$ cat src/rtl/change_payout_ctrl.sv
// Greedy coin-return sequencer: pays change from $1/$0.50/$0.25 tubes, one acknowledged eject at a time.
// Optional CHANGE_PAYOUT_PRECHECK_EN adds a PRECHECK state that faults before any eject if the payout cannot complete.
module change_payout_ctrl #(
    parameter int AMT_W       = 16,
    parameter int INV_W       = 8,
    parameter int ACK_TIMEOUT = 15
) (
    input  logic             in_clka,
    input  logic             in_restart_n,
    input  logic             in_start,
    input  logic [AMT_W-1:0] in_amount,
    input  logic             in_load,
    input  logic [INV_W-1:0] in_load_1,
    input  logic [INV_W-1:0] in_load_05,
    input  logic [INV_W-1:0] in_load_025,
    input  logic             in_eject_ack,
    output logic             out_eject_1,
    output logic             out_eject_05,
    output logic             out_eject_025,
    output logic             out_busy,
    output logic             out_done,
    output logic             out_fault,
    output logic [AMT_W-1:0] out_remaining,
    output logic [INV_W-1:0] out_inv_1,
    output logic [INV_W-1:0] out_inv_05,
    output logic [INV_W-1:0] out_inv_025,
    output logic [2:0]       out_state
);

    typedef enum logic [2:0] {
        S_IDLE     = 3'd0,
        S_SELECT   = 3'd1,
        S_EJECT    = 3'd2,
        S_WAIT_ACK = 3'd3,
        S_DONE     = 3'd4,
        S_FAULT    = 3'd5,
        S_PRECHECK = 3'd6
    } state_t;

    typedef enum logic [1:0] {
        COIN_NONE = 2'd0,
        COIN_1    = 2'd1,
        COIN_05   = 2'd2,
        COIN_025  = 2'd3
    } coin_t;

    localparam int              TMO_W    = (ACK_TIMEOUT > 1) ? $clog2(ACK_TIMEOUT + 1) : 1;
    localparam logic [TMO_W-1:0] TMO_LAST = TMO_W'(ACK_TIMEOUT - 1);

    state_t             r_state;
    state_t             w_next;
    coin_t              r_coin;
    coin_t              w_pick;
    logic [AMT_W-1:0]   r_remaining;
    logic [INV_W-1:0]   r_inv_1;
    logic [INV_W-1:0]   r_inv_05;
    logic [INV_W-1:0]   r_inv_025;
    logic [TMO_W-1:0]   r_tmo;
    logic               r_fault;

    logic w_start_ok;
    logic w_load_ok;
    logic w_ack_take;
    logic w_eject_active;

    // A simultaneous load wins over start so inventory is never stale when payout begins.
    assign w_load_ok      = (r_state == S_IDLE) && in_load;
    assign w_start_ok     = (r_state == S_IDLE) && in_start && !in_load;
    assign w_ack_take     = in_eject_ack && ((r_state == S_EJECT) || (r_state == S_WAIT_ACK));
    assign w_eject_active = (r_state == S_EJECT) || (r_state == S_WAIT_ACK);

`ifdef CHANGE_PAYOUT_PRECHECK_EN
    localparam int CW = ((AMT_W > INV_W) ? AMT_W : INV_W) + 2;

    logic [CW-1:0] w_amt, w_t1, w_d, w_r1, w_t2, w_h, w_r2, w_q, w_r3;
    logic          w_pre_ok;

    // Full greedy dry run against current inventory; residue must be zero to proceed.
    assign w_amt    = CW'(r_remaining);
    assign w_t1     = w_amt >> 2;
    assign w_d      = (CW'(r_inv_1) < w_t1) ? CW'(r_inv_1) : w_t1;
    assign w_r1     = w_amt - (w_d << 2);
    assign w_t2     = w_r1 >> 1;
    assign w_h      = (CW'(r_inv_05) < w_t2) ? CW'(r_inv_05) : w_t2;
    assign w_r2     = w_r1 - (w_h << 1);
    assign w_q      = (CW'(r_inv_025) < w_r2) ? CW'(r_inv_025) : w_r2;
    assign w_r3     = w_r2 - w_q;
    assign w_pre_ok = (w_r3 == '0);
`endif

    always_ff @(posedge in_clka or negedge in_restart_n) begin
        if (!in_restart_n) begin
            r_state <= S_IDLE;
        end else begin
            r_state <= w_next;
        end
    end

    always_comb begin
        // NOTE: defaults first so every path assigns every output; no latch can be inferred.
        w_next = r_state;
        w_pick = COIN_NONE;
        case (r_state)
            S_IDLE: begin
                if (w_start_ok) begin
`ifdef CHANGE_PAYOUT_PRECHECK_EN
                    w_next = S_PRECHECK;
`else
                    w_next = S_SELECT;
`endif
                end
            end
`ifdef CHANGE_PAYOUT_PRECHECK_EN
            S_PRECHECK: w_next = w_pre_ok ? S_SELECT : S_FAULT;
`endif
            S_SELECT: begin
                if (r_remaining == '0) begin
                    w_next = S_DONE;
                end else if ((r_remaining >= AMT_W'(4)) && (r_inv_1 != '0)) begin
                    w_pick = COIN_1;
                    w_next = S_EJECT;
                end else if ((r_remaining >= AMT_W'(2)) && (r_inv_05 != '0)) begin
                    w_pick = COIN_05;
                    w_next = S_EJECT;
                end else if (r_inv_025 != '0) begin
                    w_pick = COIN_025;
                    w_next = S_EJECT;
                end else begin
                    w_next = S_FAULT;
                end
            end
            S_EJECT: w_next = in_eject_ack ? S_SELECT : S_WAIT_ACK;
            S_WAIT_ACK: begin
                if (in_eject_ack) begin
                    w_next = S_SELECT;
                end else if (r_tmo == TMO_LAST) begin
                    w_next = S_FAULT;
                end
            end
            S_DONE:  w_next = S_IDLE;
            S_FAULT: w_next = S_IDLE;
            default: w_next = S_IDLE;
        endcase
    end

    always_ff @(posedge in_clka or negedge in_restart_n) begin
        if (!in_restart_n) begin
            r_coin      <= COIN_NONE;
            r_remaining <= '0;
            r_inv_1     <= '0;
            r_inv_05    <= '0;
            r_inv_025   <= '0;
            r_tmo       <= '0;
            r_fault     <= 1'b0;
        end else begin
            if (w_load_ok) begin
                r_inv_1   <= in_load_1;
                r_inv_05  <= in_load_05;
                r_inv_025 <= in_load_025;
            end
            if (w_start_ok) begin
                r_remaining <= in_amount;
                r_fault     <= 1'b0;
            end
            if (r_state == S_SELECT) begin
                r_coin <= w_pick;
            end
            if (r_state == S_EJECT) begin
                r_tmo <= '0;
            end else if (r_state == S_WAIT_ACK) begin
                r_tmo <= r_tmo + TMO_W'(1);
            end
            // Only an acknowledged coin is deducted; selection guarantees no underflow.
            if (w_ack_take) begin
                case (r_coin)
                    COIN_1: begin
                        r_remaining <= r_remaining - AMT_W'(4);
                        r_inv_1     <= r_inv_1 - INV_W'(1);
                    end
                    COIN_05: begin
                        r_remaining <= r_remaining - AMT_W'(2);
                        r_inv_05    <= r_inv_05 - INV_W'(1);
                    end
                    COIN_025: begin
                        r_remaining <= r_remaining - AMT_W'(1);
                        r_inv_025   <= r_inv_025 - INV_W'(1);
                    end
                    default: ;
                endcase
            end
            if (w_next == S_FAULT) begin
                r_fault <= 1'b1;
            end
        end
    end

    assign out_eject_1   = w_eject_active && (r_coin == COIN_1);
    assign out_eject_05  = w_eject_active && (r_coin == COIN_05);
    assign out_eject_025 = w_eject_active && (r_coin == COIN_025);
    assign out_busy      = (r_state != S_IDLE);
    assign out_done      = (r_state == S_DONE);
    assign out_fault     = r_fault;
    assign out_remaining = r_remaining;
    assign out_inv_1     = r_inv_1;
    assign out_inv_05    = r_inv_05;
    assign out_inv_025   = r_inv_025;
    assign out_state     = r_state;

endmodule
$ cat config.mk
export PLATFORM = sky130hd
export DESIGN_NAME = change_payout_ctrl
export DESIGN_NICKNAME = d
export VERILOG_FILES = /design/src/rtl/change_payout_ctrl.sv
export SDC_FILE = /design/constraint.sdc
export NUM_CORES = 1
export LEC_CHECK = 0
export ABC_CLOCK_PERIOD_IN_PS = 2700
export CORE_MARGIN = 2
export CORE_UTILIZATION = 49
export DETAILED_ROUTE_END_ITERATION = 10
export GPL_TIMING_DRIVEN = 0
export PLACE_DENSITY_LB_ADDON = 0.2
export SKIP_LAST_GASP = 1
export SLEW_MARGIN = 20
export SYNTH_ARGS = -nofsm -noshare
export SYNTH_HDL_FRONTEND = slang
export SYNTH_SLANG_ARGS = --single-unit
$ cat constraint.sdc
create_clock -name in_clka -period 2.7 [get_ports in_clka]
set_input_delay 0.54 -clock in_clka [delete_from_list [all_inputs] [get_ports in_clka]]
set_output_delay 0.54 -clock in_clka [all_outputs]
set_load 0.05 [all_outputs]
==> results.md, run 1 <==
- In the post-route analysis, the smallest setup slack over all paths is between 100 and 150 ps.
- The critical path contains buffers and inverters numbering 2 combined.
- For the pin with the worst max-slew slack, the measured transition is around 660 ps.
- Setup violations remaining at the end of the flow were counted as 0.
- The setup skew after layout is approximately 7.8 ps.
- The depth of the worst register-to-register path is 7.
- Counting every net in the synthesized netlist gives 471.
- The worst hold-check path type is in2async.
- Power comes to approximately 5.8 mW.
- The placer congestion estimate is roughly 0.92.
- The cell row count is 31.
- The half-perimeter wire length after detailed placement is roughly 7.8 mm.
- The I/O pin total is between 90 and 100.
- The CTS tree is yes.
- The maximum VDD drop is around 830 µV.
- Dividing the final minimum period by the clock period gives between 90% and 100%.
- The clock input transition at the sequential cells of the worst setup and hold paths is roughly 100 ps.
- The number of CTS-inserted buffers is 5.
- The post-detailed-route via-to-cell ratio is roughly 6.0.
- For this design, the sink count on the clock tree is 50.
- Yosys mapped a number of flops with a built-in enable equal to 0.
- The total number of nets in the final design is roughly 570.
- The floorplan die height is around 89 µm.
- The master of the slowest instance on the critical path is sky130_fd_sc_hd__clkdlybuf4s50_1.
- Data arrives at the worst endpoint at 2030 ps.
- The analysis attributes to cell leakage a power of about 1.9 nW.
- The worst setup path is captured at an output pin.
- In this run the cell area measured after placement is 4600 µm².
- Yosys mapped the design onto 74 distinct sky130hd cell types.
- The number of nets with antenna violations after detailed routing is 0.
- The number of max-slew violations in the final report came to 0.
- The total DRC errors in the routed layout is 0.
- The worst register-to-register path ends at out_remaining[13]$_DFF_PN0_.
- Summing every instance area after synthesis gives around 3600 µm².
- Counting flops and latches in the post-synthesis netlist gives 50.
- The timing endpoint of the critical path is out_busy.
- In this run the horizontal extent of the chip is just under 90 µm.
- The maximum clock insertion buffer count is 2.
- After clock tree synthesis, the setup repair step added 0 buffers.
- The worst register-to-register path has a setup slack of 410 ps.
- The number of antenna violations at the first check in global routing is 0.
- The run finished with clean final reports.
- The total stage count of the critical path is 3.
- The portion of the post-synthesis area used by sequential elements is 35.1%.
- The worst pin sits at a relative slew slack of 56.2%.
- The most frequently used flop master after synthesis is sky130_fd_sc_hd__dfrtp_1.
- For this configuration, the core starts out at a cell density of about half.
- Subtracting the final worst setup slack from the clock period gives 2570 ps.
- The number of warnings reported in the yosys synthesis log is 0.
- A synthesized cell averages around 8.7 µm².
- The first-pass GRT wire length is 16.6 mm.
- In the synthesized netlist the async set-or-reset flop fraction comes to 100%.
- The tool flagged a number of max-cap violations equal to 0.
- The buffer cell driving the clock tree root is sky130_fd_sc_hd__clkbuf_8.
- The overall die area is ~8000 µm².
- The final layout contains routed wiring with a total length of roughly 10 mm.
- The number of design-rule violations left by the first detailed-router iteration is 241.
- The largest net degree at the start of global routing is 51.
- The count of buffers from port buffering is slightly above 90.
- The family with the most delay on the worst path is buffers and inverters.
- The signal on the critical path passes through nor3_2 > inv_1 > clkdlybuf4s50_1.
- The number of antenna diodes in the final layout is 0.
- For this run, the slowest stage of the critical path takes 740 ps.
- Summing over every cut layer, the via total after detailed routing is 3661.
- The remaining global-route overflow is 0.
- Setup repair after global routing left no endpoint under its margin.
- After detailed placement, the design holds a cell count of approximately 600.
- The global-route usage over all layers is around 27%.
- For this run, the detailed router's first-pass iteration total came to 5.
- In this run the worst path has a maximum fanout of 8.
- The count of final hold-check violations is 0.
- The finished cells cover ~4700 µm².
- OpenSTA, run right after detailed placement, puts the worst setup slack at approximately 31 ps.
- The via count of the first global-routing pass is between 3000 and 4000.
- The count of placed standard cells in the final layout, fillers left out is between 600 and 700.
- The H-tree was split into 2 levels.
- Dividing total power by cell area gives a power density of between 1000 and 1500 nW/µm².
- The class of the most critical setup path is reg2out.
- Relative to the synthesized area, the layout overhead comes to 32.2%.
- The kind of start point of the critical path is a register.
- STA puts the critical path data required time at approximately 2200 ps.
- The average wire per standard cell is ~17 µm.
- At the later pin of the worst-skew pair, clock insertion delay measures a little over 300 ps.
- The first element of the critical path is out_state[2]$_DFF_PN0_.
- The startpoint identified for the worst register-to-register timing path is out_remaining[1]$_DFFE_PN0P_.
- The area of the core is 7140 µm².
- The setup TNS is 0 ps.
- Static timing analysis puts the maximum clock frequency at around 0.39 GHz.
- Synthesis produced between 400 and 500 cells.
- In the final layout, the share of cells above drive strength 1 is a little under a tenth.
-- synthesized netlist by cell type, types with 3 or more instances --
| cell type | instances | share of area, % |
|---|---|---|
| sky130_fd_sc_hd__and3_1 | 4 | 0.70 |
| sky130_fd_sc_hd__nor4_1 | 3 | 0.53 |
| sky130_fd_sc_hd__o22ai_1 | 5 | 0.88 |
| sky130_fd_sc_hd__nor2b_1 | 4 | 0.70 |
| sky130_fd_sc_hd__dfrtp_1 | 50 | 35 |
| sky130_fd_sc_hd__o211ai_1 | 5 | 1.1 |
| sky130_fd_sc_hd__nor2_1 | 39 | 4.1 |
| sky130_fd_sc_hd__a22o_1 | 4 | 0.98 |
| sky130_fd_sc_hd__nor3_1 | 10 | 1.4 |
| sky130_fd_sc_hd__a21oi_1 | 31 | 4.4 |
| sky130_fd_sc_hd__o31ai_1 | 4 | 0.84 |
| sky130_fd_sc_hd__o21a_1 | 4 | 0.84 |
| sky130_fd_sc_hd__or3_1 | 4 | 0.70 |
| sky130_fd_sc_hd__buf_2 | 4 | 0.56 |
| sky130_fd_sc_hd__a21o_1 | 3 | 0.63 |
| sky130_fd_sc_hd__nand2_1 | 45 | 4.7 |
| sky130_fd_sc_hd__inv_1 | 21 | 2.2 |
| sky130_fd_sc_hd__nand4_1 | 5 | 0.88 |
| sky130_fd_sc_hd__mux2i_1 | 3 | 0.84 |
| sky130_fd_sc_hd__ha_1 | 15 | 5.3 |
| sky130_fd_sc_hd__and2_1 | 5 | 0.88 |
| sky130_fd_sc_hd__o32ai_1 | 5 | 1.2 |
| sky130_fd_sc_hd__nand3b_1 | 4 | 0.84 |
| sky130_fd_sc_hd__a211oi_1 | 7 | 1.5 |
| sky130_fd_sc_hd__mux2_2 | 3 | 0.95 |
| sky130_fd_sc_hd__clkbuf_1 | 8 | 0.84 |
| sky130_fd_sc_hd__nand3_1 | 22 | 3.1 |
| sky130_fd_sc_hd__a22oi_1 | 6 | 1.3 |
| sky130_fd_sc_hd__a311oi_1 | 5 | 1.2 |
| sky130_fd_sc_hd__nor3b_1 | 3 | 0.63 |
| sky130_fd_sc_hd__o21ai_0 | 23 | 3.2 |
| sky130_fd_sc_hd__a31oi_1 | 4 | 0.70 |
-- logic make-up after synthesis --
logic type / after synthesis / synth area share [%]
AOI/OAI and AO/OA: 127 / 24.8
xor gates and xnor gates: 2 / 0.492
adders and majority gates: 15 / 5.27
buffers and inverters: 39 / 5.17
DFF: 50 / 35.1
muxes: 6 / 1.79
and+or+nand+nor: 172 / 27.3
-- layout by cell type, fill, tap and decap left out, types with 4 or more instances in the layout --
master	instances
sky130_fd_sc_hd__a211oi_1	7
sky130_fd_sc_hd__a21oi_1	31
sky130_fd_sc_hd__a22o_1	4
sky130_fd_sc_hd__a22oi_1	6
sky130_fd_sc_hd__a311oi_1	5
sky130_fd_sc_hd__a31oi_1	4
sky130_fd_sc_hd__and2_1	5
sky130_fd_sc_hd__and3_1	4
sky130_fd_sc_hd__buf_2	4
sky130_fd_sc_hd__clkbuf_1	7
sky130_fd_sc_hd__clkbuf_8	7
sky130_fd_sc_hd__clkdlybuf4s50_1	89
sky130_fd_sc_hd__dfrtp_1	50
sky130_fd_sc_hd__ha_1	15
sky130_fd_sc_hd__inv_1	21
sky130_fd_sc_hd__nand2_1	45
sky130_fd_sc_hd__nand3_1	22
sky130_fd_sc_hd__nand3b_1	4
sky130_fd_sc_hd__nand4_1	5
sky130_fd_sc_hd__nor2_1	39
sky130_fd_sc_hd__nor2b_1	4
sky130_fd_sc_hd__nor3_1	10
sky130_fd_sc_hd__o211ai_1	5
sky130_fd_sc_hd__o21a_1	4
sky130_fd_sc_hd__o21ai_0	23
sky130_fd_sc_hd__o22ai_1	5
sky130_fd_sc_hd__o31ai_1	4
sky130_fd_sc_hd__o32ai_1	5
sky130_fd_sc_hd__or3_1	4
-- sequential cells by signal, indices dropped and copies added, names as in the netlist --
name,cells
out_remaining,16
out_inv_025,8
out_inv_05,8
out_inv_1,8
r_tmo,4
out_state,3
r_coin,2
out_fault,1
-- worst min path at each step --
stage,from,to,slack [ps],cells after the start
finish,in_restart_n,r_tmo[2]$_DFFE_PN0N_,240,1
global route,in_restart_n,r_tmo[3]$_DFFE_PN0N_,290,1
CTS,in_restart_n,r_tmo[2]$_DFFE_PN0N_,270,1
detailed placement,out_fault$_DFFE_PN0P_,out_fault$_DFFE_PN0P_,490,2
global placement,out_fault$_DFFE_PN0P_,out_fault$_DFFE_PN0P_,490,2
floorplan,in_restart_n,out_fault$_DFFE_PN0P_,240,0
-- per-stage QoR --
step,hold slack [ps],utilization (%)
final,240,66.0
after global routing,290,66.0
after CTS,271,66.0
after detailed placement,493,64.5
after global placement,489,64.5
after floorplan,244,-
-- layer usage --
layer / vias up / share of wire [%] / GRT usage (%)
met5: - / 0 / 0
met4: 0 / 1.3 / 6.38
met3: 12 / 5.5 / 4.25
met2: 136 / 48 / 44.6
met1: 1771 / 45 / 36.9
li1: 1742 / - / -
-- report_power, final --
part,internal (mW),switching [mW],total (mW)
clock,0.278,0.277,0.556
combinational,1.28,2.33,3.61
sequential,1.08,0.526,1.61
total,2.64,3.14,5.78
-- area by class of cell --
cell class | count | area (µm²)
plain buffers | 17 | 103
clock buffers | 5 | 68.8
clock inverters | 3 | 43.8
fillers | 635 | 2430
inverters | 21 | 78.8
multi-input cells | 322 | 2130
flip-flops and latches | 50 | 1250
well taps | 99 | 124
repair buffers | 92 | 912
-- timing repair --
item,in CTS,in global routing
hold buffers,0,0
resized for setup,2,3
endpoints found under the setup margin,2,2
Power figures use the tool's default switching activity.
==> run 2: changes to the inputs <==
--- a/config.mk
+++ b/config.mk
@@ -5,8 +5,8 @@
 export SDC_FILE = /design/constraint.sdc
 export NUM_CORES = 1
 export LEC_CHECK = 0
+export ABC_AREA = 0
 export ABC_CLOCK_PERIOD_IN_PS = 2700
-export CORE_MARGIN = 2
 export CORE_UTILIZATION = 49
 export DETAILED_ROUTE_END_ITERATION = 10
 export GPL_TIMING_DRIVEN = 0
==> constraint.sdc (replaced) <==
create_clock -name in_clka -period 2.7 [get_ports in_clka]
set_input_delay 0.54 -clock in_clka [delete_from_list [all_inputs] [get_ports in_clka]]
set_output_delay 0.54 -clock in_clka [all_outputs]
set_load 0.005 [all_outputs]
==> run 2 against run 1 <==
Effect of this change: clock power decreased by 17%; cell count down 0.49%; combinational power decreased by 30%; critical path depth up 1; utilization is 2.0 points higher; highest routed layer unchanged.
==> results.md, run 2 (synthesized netlist as in run 1, its figures left out) <==
- Outcome: complete, no violations (unchanged).
- The via count of the first global-routing pass is 3523 (was 3357).
- The achievable clock frequency was 0.409 GHz (was 0.389 GHz).
- The data required time at the worst endpoint came to 2160 ps (about the same).
- The share of the clock period used by the worst path was 90.6% (was 95.2%).
- The average wire per standard cell is 17.0 µm (was 17.2 µm).
- The area of the core is 6910 µm² (was 7140 µm²).
- The largest net degree at the start of global routing is 51 (unchanged).
- The layout cell share with drive strength beyond 1 is 9.22% (unchanged).
- The setup skew after layout is 12.2 ps (was 7.77 ps).
- The number of design-rule violations left by the first detailed-router iteration is 310 (was 241).
- The first element of the critical path was r_coin[1]$_DFFE_PN0P_ (was out_state[2]$_DFF_PN0_).
- The number of antenna violations at the first check in global routing came to 0 (unchanged).
- The I/O pin total is 94 (unchanged).
- The number of antenna diodes is 0 (unchanged).
- The number of nets with antenna violations after detailed routing is 0 (unchanged).
- The post-CTS resize count was 1 (was 2).
- The total iterations of the first detailed-routing run was 5 (unchanged).
- The time the final worst path needs with I/O delays and setup is 2450 ps (was 2570 ps).
- The post-layout instance area is 4690 µm² (was 4710 µm²).
- The count of placed standard cells in the final layout, fillers left out is 606 (was 609).
- The overall die area is 7610 µm² (was 7960 µm²).
- The total placed cells including tap cells is 599 (was 602).
- The number of hold-repair buffers added at the cts stage came to 0 (unchanged).
- The utilization of the core after routing was 67.9% (was 66.0%).
- The final count of negative-setup-slack endpoints is 0 (unchanged).
- The placer congestion estimate was 0.955 (was 0.919).
- The global-route usage over all layers is 28.6% (was 26.9%).
- The floorplan die height came to 87.2 µm (was 89.2 µm).
- The final routed wirelength across all metal layers is 10.3 mm (was 10.5 mm).
- RSZ-0062 raised after global routing: no (unchanged).
- The number of post-CTS setup repair buffers is 0 (unchanged).
- The power density relative to cell area was 978 nW/µm² (was 1230 nW/µm²).
- The transition time at the pin with the least slew margin is 638 ps (was 656 ps).
- The maximum clock insertion buffer count is 2 (unchanged).
- The data arrival time at the worst-slack endpoint is 1910 ps (was 2030 ps).
- Top library cells by usage in the layout, fill and taps aside: 91 x sky130_fd_sc_hd__clkdlybuf4s50_1, 50 x sky130_fd_sc_hd__dfrtp_1, 45 x sky130_fd_sc_hd__nand2_1, 39 x sky130_fd_sc_hd__nor2_1, 31 x sky130_fd_sc_hd__a21oi_1 (was 89 x sky130_fd_sc_hd__clkdlybuf4s50_1, 50 x sky130_fd_sc_hd__dfrtp_1, 45 x sky130_fd_sc_hd__nand2_1, 39 x sky130_fd_sc_hd__nor2_1, 31 x sky130_fd_sc_hd__a21oi_1).
- The worst hold-check path type is in2async (unchanged).
- The flip-flop count of the largest register after layout came to 16 (unchanged).
- The count of buffers from port buffering is 92 (unchanged).
- The buffer cell driving the clock tree root was sky130_fd_sc_hd__clkbuf_8 (unchanged).
- The launching point of the worst reg2reg path is out_remaining[1]$_DFFE_PN0P_ (unchanged).
- The kind of start point of the critical path is a register (unchanged).
- The remaining max-slew budget at the tightest pin came to 57.5% (was 56.2%).
- The maximum fanout count along the critical path came to 10 (was 8).
- The post-detailed-route via-to-cell ratio is 6.07 (was 6.01).
- The clock input transition at the sequential cells of the worst setup and hold paths is 100 ps (about the same).
- The first-pass GRT wire length is 17.0 mm (was 16.6 mm).
- The power after layout is 4.59 mW (was 5.78 mW).
- The CTS tree was yes (unchanged).
- The instance area after placement came to 4600 µm² (about the same).
- The via count came to 3677 (was 3661).
- The total number of nets in the final design is 569 (unchanged).
- The layout overhead on the synthesized area is 31.8% (was 32.2%).
- The number of H-tree levels is 2 (unchanged).
- The die width was 87.2 µm (was 89.2 µm).
- The maximum VDD drop is 455 µV (was 826 µV).
- The total clock sinks is 50 (unchanged).
- The worst slack on hold paths is 242 ps (was 240 ps).
- The remaining global-route overflow is 0 (unchanged).
- The number of maximum-capacitance violations is 0 (unchanged).
- The total DRC errors in the routed layout is 0 (unchanged).
- The half-perimeter wire length after detailed placement is 7.83 mm (was 7.78 mm).
- The number of max-slew violations in the final report is 0 (unchanged).
- The count of final hold-check violations is 0 (unchanged).
- The cell row count came to 30 (was 31).
- The number of CTS-inserted buffers is 5 (unchanged).
- The source-to-sink clock delay at the later pin of the worst-skew pair came to 310 ps (about the same).
- The class of the most critical setup path is reg2out (unchanged).
- The starting utilization of the core area is 51.6% (was 49.9%).
- The most common cell after layout, fill and taps aside is sky130_fd_sc_hd__clkdlybuf4s50_1 (unchanged).
- The depth of the worst register-to-register path is 7 (unchanged).
- The leakage component of the power came to 1.87 nW (was 1.88 nW).
- The endpoint type of the worst setup path is an output pin (unchanged).
## run 2: power by group
part | leakage (nW) | switching, mW | internal, mW
registers | 0.586 | 0.531 | 1.08
clock network | 0.0447 | 0.275 | 0.188
logic | 1.24 | 1.23 | 1.27
## run 2: worst max-delay path: stages (launching register included)
cell and delay [ps]:
sky130_fd_sc_hd__dfrtp_1 410, sky130_fd_sc_hd__clkbuf_2 240, sky130_fd_sc_hd__buf_2 260, sky130_fd_sc_hd__and3_1 190, sky130_fd_sc_hd__clkdlybuf4s50_1 490
## run 2: per-layer routing
layer  vias to the layer above  wire (µm)  track usage (%)
li1                       1740          -                -
met1                      1757       4620             39.2
met2                       161       4790             46.7
met3                        19        714             4.55
met4                         0        162             8.35
met5                         -          0                0
## run 2: stage by stage
stage	TNS (ps)	setup slack, ps
after CTS	0	32.0
after detailed placement	0	185
after global placement	-23470	-472
after floorplan	0	709
final	0	254
after global routing	0	114
## run 2: final timing paths
kind	slack (ps)	to
max	250	out_eject_025
min	240	out_inv_05[5]$_DFF_PN0_
max reg2reg	440	out_remaining[11]$_DFF_PN0_
min reg2reg	500	out_fault$_DFFE_PN0P_
max in group asynchronous	2020	out_remaining[1]$_DFFE_PN0P_
min in group in_clka	500	out_fault$_DFFE_PN0P_
## run 2: cell type report
type | instances | area (µm²)
plain buffers | 17 | 104
well taps | 96 | 120
fillers | 589 | 2210
repair buffers | 92 | 918
clock inverters | 3 | 25.0
multi-input cells | 322 | 2130
clock buffers | 5 | 68.8
inverters | 21 | 78.8
flip-flops and latches | 50 | 1250
==> run 3: changes to the inputs <==
--- a/config.mk
+++ b/config.mk
@@ -7,9 +7,11 @@
 export LEC_CHECK = 0
 export ABC_AREA = 0
 export ABC_CLOCK_PERIOD_IN_PS = 2700
-export CORE_UTILIZATION = 49
+export CORE_MARGIN = 10
+export CORE_UTILIZATION = 36
 export DETAILED_ROUTE_END_ITERATION = 10
 export GPL_TIMING_DRIVEN = 0
+export HOLD_SLACK_MARGIN = 0.05
 export PLACE_DENSITY_LB_ADDON = 0.2
 export SKIP_LAST_GASP = 1
 export SLEW_MARGIN = 20
==> run 3 against run 2 <==
Effect of this change: global-route usage decreased by 13 points; die area increased by 87%; critical path depth decreased by 1; power increased by 1.9%; largest cell class unchanged.
==> results.md, run 3 (synthesized netlist as in run 1, its figures left out) <==
- The CTS tree is yes (unchanged).
- The flip-flop count of the largest register after layout was 16 (unchanged).
- The buffer cell driving the clock tree root is sky130_fd_sc_hd__clkbuf_8 (unchanged).
- The half-perimeter wire length after detailed placement is 8.64 mm (was 7.83 mm).
- The remaining max-slew budget at the tightest pin is 55.9% (was 57.5%).
- The post-layout instance area was 4750 µm² (was 4690 µm²).
- The transition time at the pin with the least slew margin is 661 ps (was 638 ps).
- The remaining global-route overflow is 0 (unchanged).
- The share of the clock period used by the worst path is 91.5% (was 90.6%).
- The number of CTS-inserted buffers was 5 (unchanged).
- Outcome: complete, no violations (unchanged).
- The via count came to 3569 (was 3677).
- The instance area after placement came to 4650 µm² (was 4600 µm²).
- The overall die area was 14300 µm² (was 7610 µm²).
- The maximum clock insertion buffer count is 2 (unchanged).
- The maximum VDD drop was 391 µV (was 455 µV).
- The layout overhead on the synthesized area is 33.5% (was 31.8%).
- Top library cells by usage in the layout, fill and taps aside: 91 x sky130_fd_sc_hd__clkdlybuf4s50_1, 50 x sky130_fd_sc_hd__dfrtp_1, 45 x sky130_fd_sc_hd__nand2_1, 39 x sky130_fd_sc_hd__nor2_1, 31 x sky130_fd_sc_hd__a21oi_1 (unchanged).
- The number of antenna diodes is 0 (unchanged).
- The data arrival time at the worst-slack endpoint is 1930 ps (was 1910 ps).
- The final count of negative-setup-slack endpoints is 0 (unchanged).
- The via count of the first global-routing pass came to 3695 (was 3523).
- The final routed wirelength across all metal layers is 11.3 mm (was 10.3 mm).
- The kind of start point of the critical path was a register (unchanged).
- The total number of nets in the final design came to 568 (was 569).
- The worst hold-check path type is in2async (unchanged).
- The leakage component of the power is 1.88 nW (was 1.87 nW).
- The most common cell after layout, fill and taps aside was sky130_fd_sc_hd__clkdlybuf4s50_1 (unchanged).
- The power density relative to cell area came to 984 nW/µm² (was 978 nW/µm²).
- The achievable clock frequency was 0.405 GHz (was 0.409 GHz).
- The number of post-CTS setup repair buffers was 0 (unchanged).
- The area of the multi-input gates is 2130 µm² (unchanged).
- The number of antenna violations at the first check in global routing came to 0 (unchanged).
- The count of placed standard cells in the final layout, fillers left out came to 641 (was 606).
- The time the final worst path needs with I/O delays and setup came to 2470 ps (was 2450 ps).
- The layout cell share with drive strength beyond 1 is 8.86% (was 9.22%).
- The starting utilization of the core area is 36.8% (was 51.6%).
- The number of hold-repair buffers added at the cts stage came to 0 (unchanged).
- The source-to-sink clock delay at the later pin of the worst-skew pair is 310 ps (about the same).
- The post-detailed-route via-to-cell ratio came to 5.57 (was 6.07).
- The number of nets with antenna violations after detailed routing is 0 (unchanged).
- The floorplan die height is 119 µm (was 87.2 µm).
- The number of H-tree levels came to 2 (unchanged).
- The largest net degree at the start of global routing is 51 (unchanged).
- The depth of the worst register-to-register path came to 7 (unchanged).
- The total placed cells including tap cells is 636 (was 599).
- The average wire per standard cell is 17.7 µm (was 17.0 µm).
- The first element of the critical path is r_coin[1]$_DFFE_PN0P_ (unchanged).
- The timing endpoint of the critical path is out_eject_05 (was out_eject_025).
- The clock input transition at the sequential cells of the worst setup and hold paths was 100 ps (about the same).
- The internal reg-to-reg setup slack is 360 ps (was 440 ps).
- RSZ-0062 raised after global routing: no (unchanged).
- The first-pass GRT wire length is 19.2 mm (was 17.0 mm).
- The total clock sinks is 50 (unchanged).
- The count of buffers from port buffering came to 92 (unchanged).
- The post-CTS resize count is 1 (unchanged).
- The total of fill cells in the finished design is 958 (was 589).
- The launching point of the worst reg2reg path is out_remaining[1]$_DFFE_PN0P_ (unchanged).
- The class of the most critical setup path is reg2out (unchanged).
- The die width is 119 µm (was 87.2 µm).
- The total DRC errors in the routed layout is 0 (unchanged).
- The area of the core is 9680 µm² (was 6910 µm²).
- The count of final hold-check violations came to 0 (unchanged).
- The number of design-rule violations left by the first detailed-router iteration came to 286 (was 310).
- The number of maximum-capacitance violations is 0 (unchanged).
- The endpoint type of the worst setup path is an output pin (unchanged).
- The maximum fanout count along the critical path was 14 (was 10).
- The placer congestion estimate is 0.888 (was 0.955).
- The cell row count is 36 (was 30).
- The I/O pin total is 94 (unchanged).
- The global-route usage over all layers is 16.0% (was 28.6%).
- The setup skew after layout is 6.62 ps (was 12.2 ps).
- The capture instance of the worst register-to-register path is out_remaining[11]$_DFF_PN0_ (unchanged).
- The area of all sequential standard cells is 1250 µm² (unchanged).
- The data required time at the worst endpoint is 2160 ps (about the same).
- The total iterations of the first detailed-routing run was 5 (unchanged).
- The power after layout is 4.67 mW (was 4.59 mW).
- The number of max-slew violations in the final report is 0 (unchanged).
## run 3: final cells by class
| class | count | share of cell area [%] |
|---|---|---|
| buffer | 16 | 2.08 |
| clock buffer | 6 | 1.74 |
| clock inverter | 1 | 0.632 |
| inverter | 21 | 1.66 |
| multi-input combinational | 322 | 44.7 |
| sequential | 50 | 26.3 |
| tap | 133 | 3.50 |
| timing repair buffer | 92 | 19.3 |
## run 3: per-stage QoR
stage | setup WS, ps | util [%] | hold WS (ps) | setup TNS [ps]
global placement | -563 | 48.0 | 488 | -28020
finish | 230 | 49.1 | 249 | 0
CTS | 118 | 49.1 | 272 | 0
detailed placement | 228 | 48.0 | 490 | 0
global route | 72.7 | 49.1 | 299 | 0
floorplan | 709 | - | 244 | 0
## run 3: power breakdown
part / switching [mW] / internal (mW) / leakage [nW] / total [mW]
Sequential: 0.525 / 1.08 / 0.586 / 1.61
Combinational: 1.24 / 1.27 / 1.23 / 2.51
Clock: 0.258 / 0.297 / 0.0573 / 0.555
Total: 2.02 / 2.65 / 1.88 / 4.67
## run 3: routing by layer
metal | routed length, µm | up-vias | track usage, %
li1 | - | 1736 | -
met4 | 96 | 0 | 4.52
met3 | 998 | 11 | 5.34
met2 | 5300 | 121 | 25.6
met1 | 4930 | 1701 | 20.2
met5 | 0 | - | 0
## run 3: worst min-delay path by stage
stage / start / cells past startpoint / slack (ps) / to
finish: in_restart_n / 1 / 250 / out_inv_1[3]$_DFF_PN0_
global placement: out_fault$_DFFE_PN0P_ / 2 / 490 / out_fault$_DFFE_PN0P_
CTS: in_restart_n / 1 / 270 / out_inv_1[3]$_DFF_PN0_
floorplan: in_restart_n / 0 / 240 / out_fault$_DFFE_PN0P_
detailed placement: out_fault$_DFFE_PN0P_ / 2 / 490 / out_fault$_DFFE_PN0P_
global route: in_restart_n / 1 / 300 / out_inv_1[3]$_DFF_PN0_
## run 3: worst max-delay path: stages (launching register included)
cell and delay [ps]:
sky130_fd_sc_hd__dfrtp_1 580, sky130_fd_sc_hd__inv_1 240, sky130_fd_sc_hd__nor3_1 260, sky130_fd_sc_hd__clkdlybuf4s50_1 550
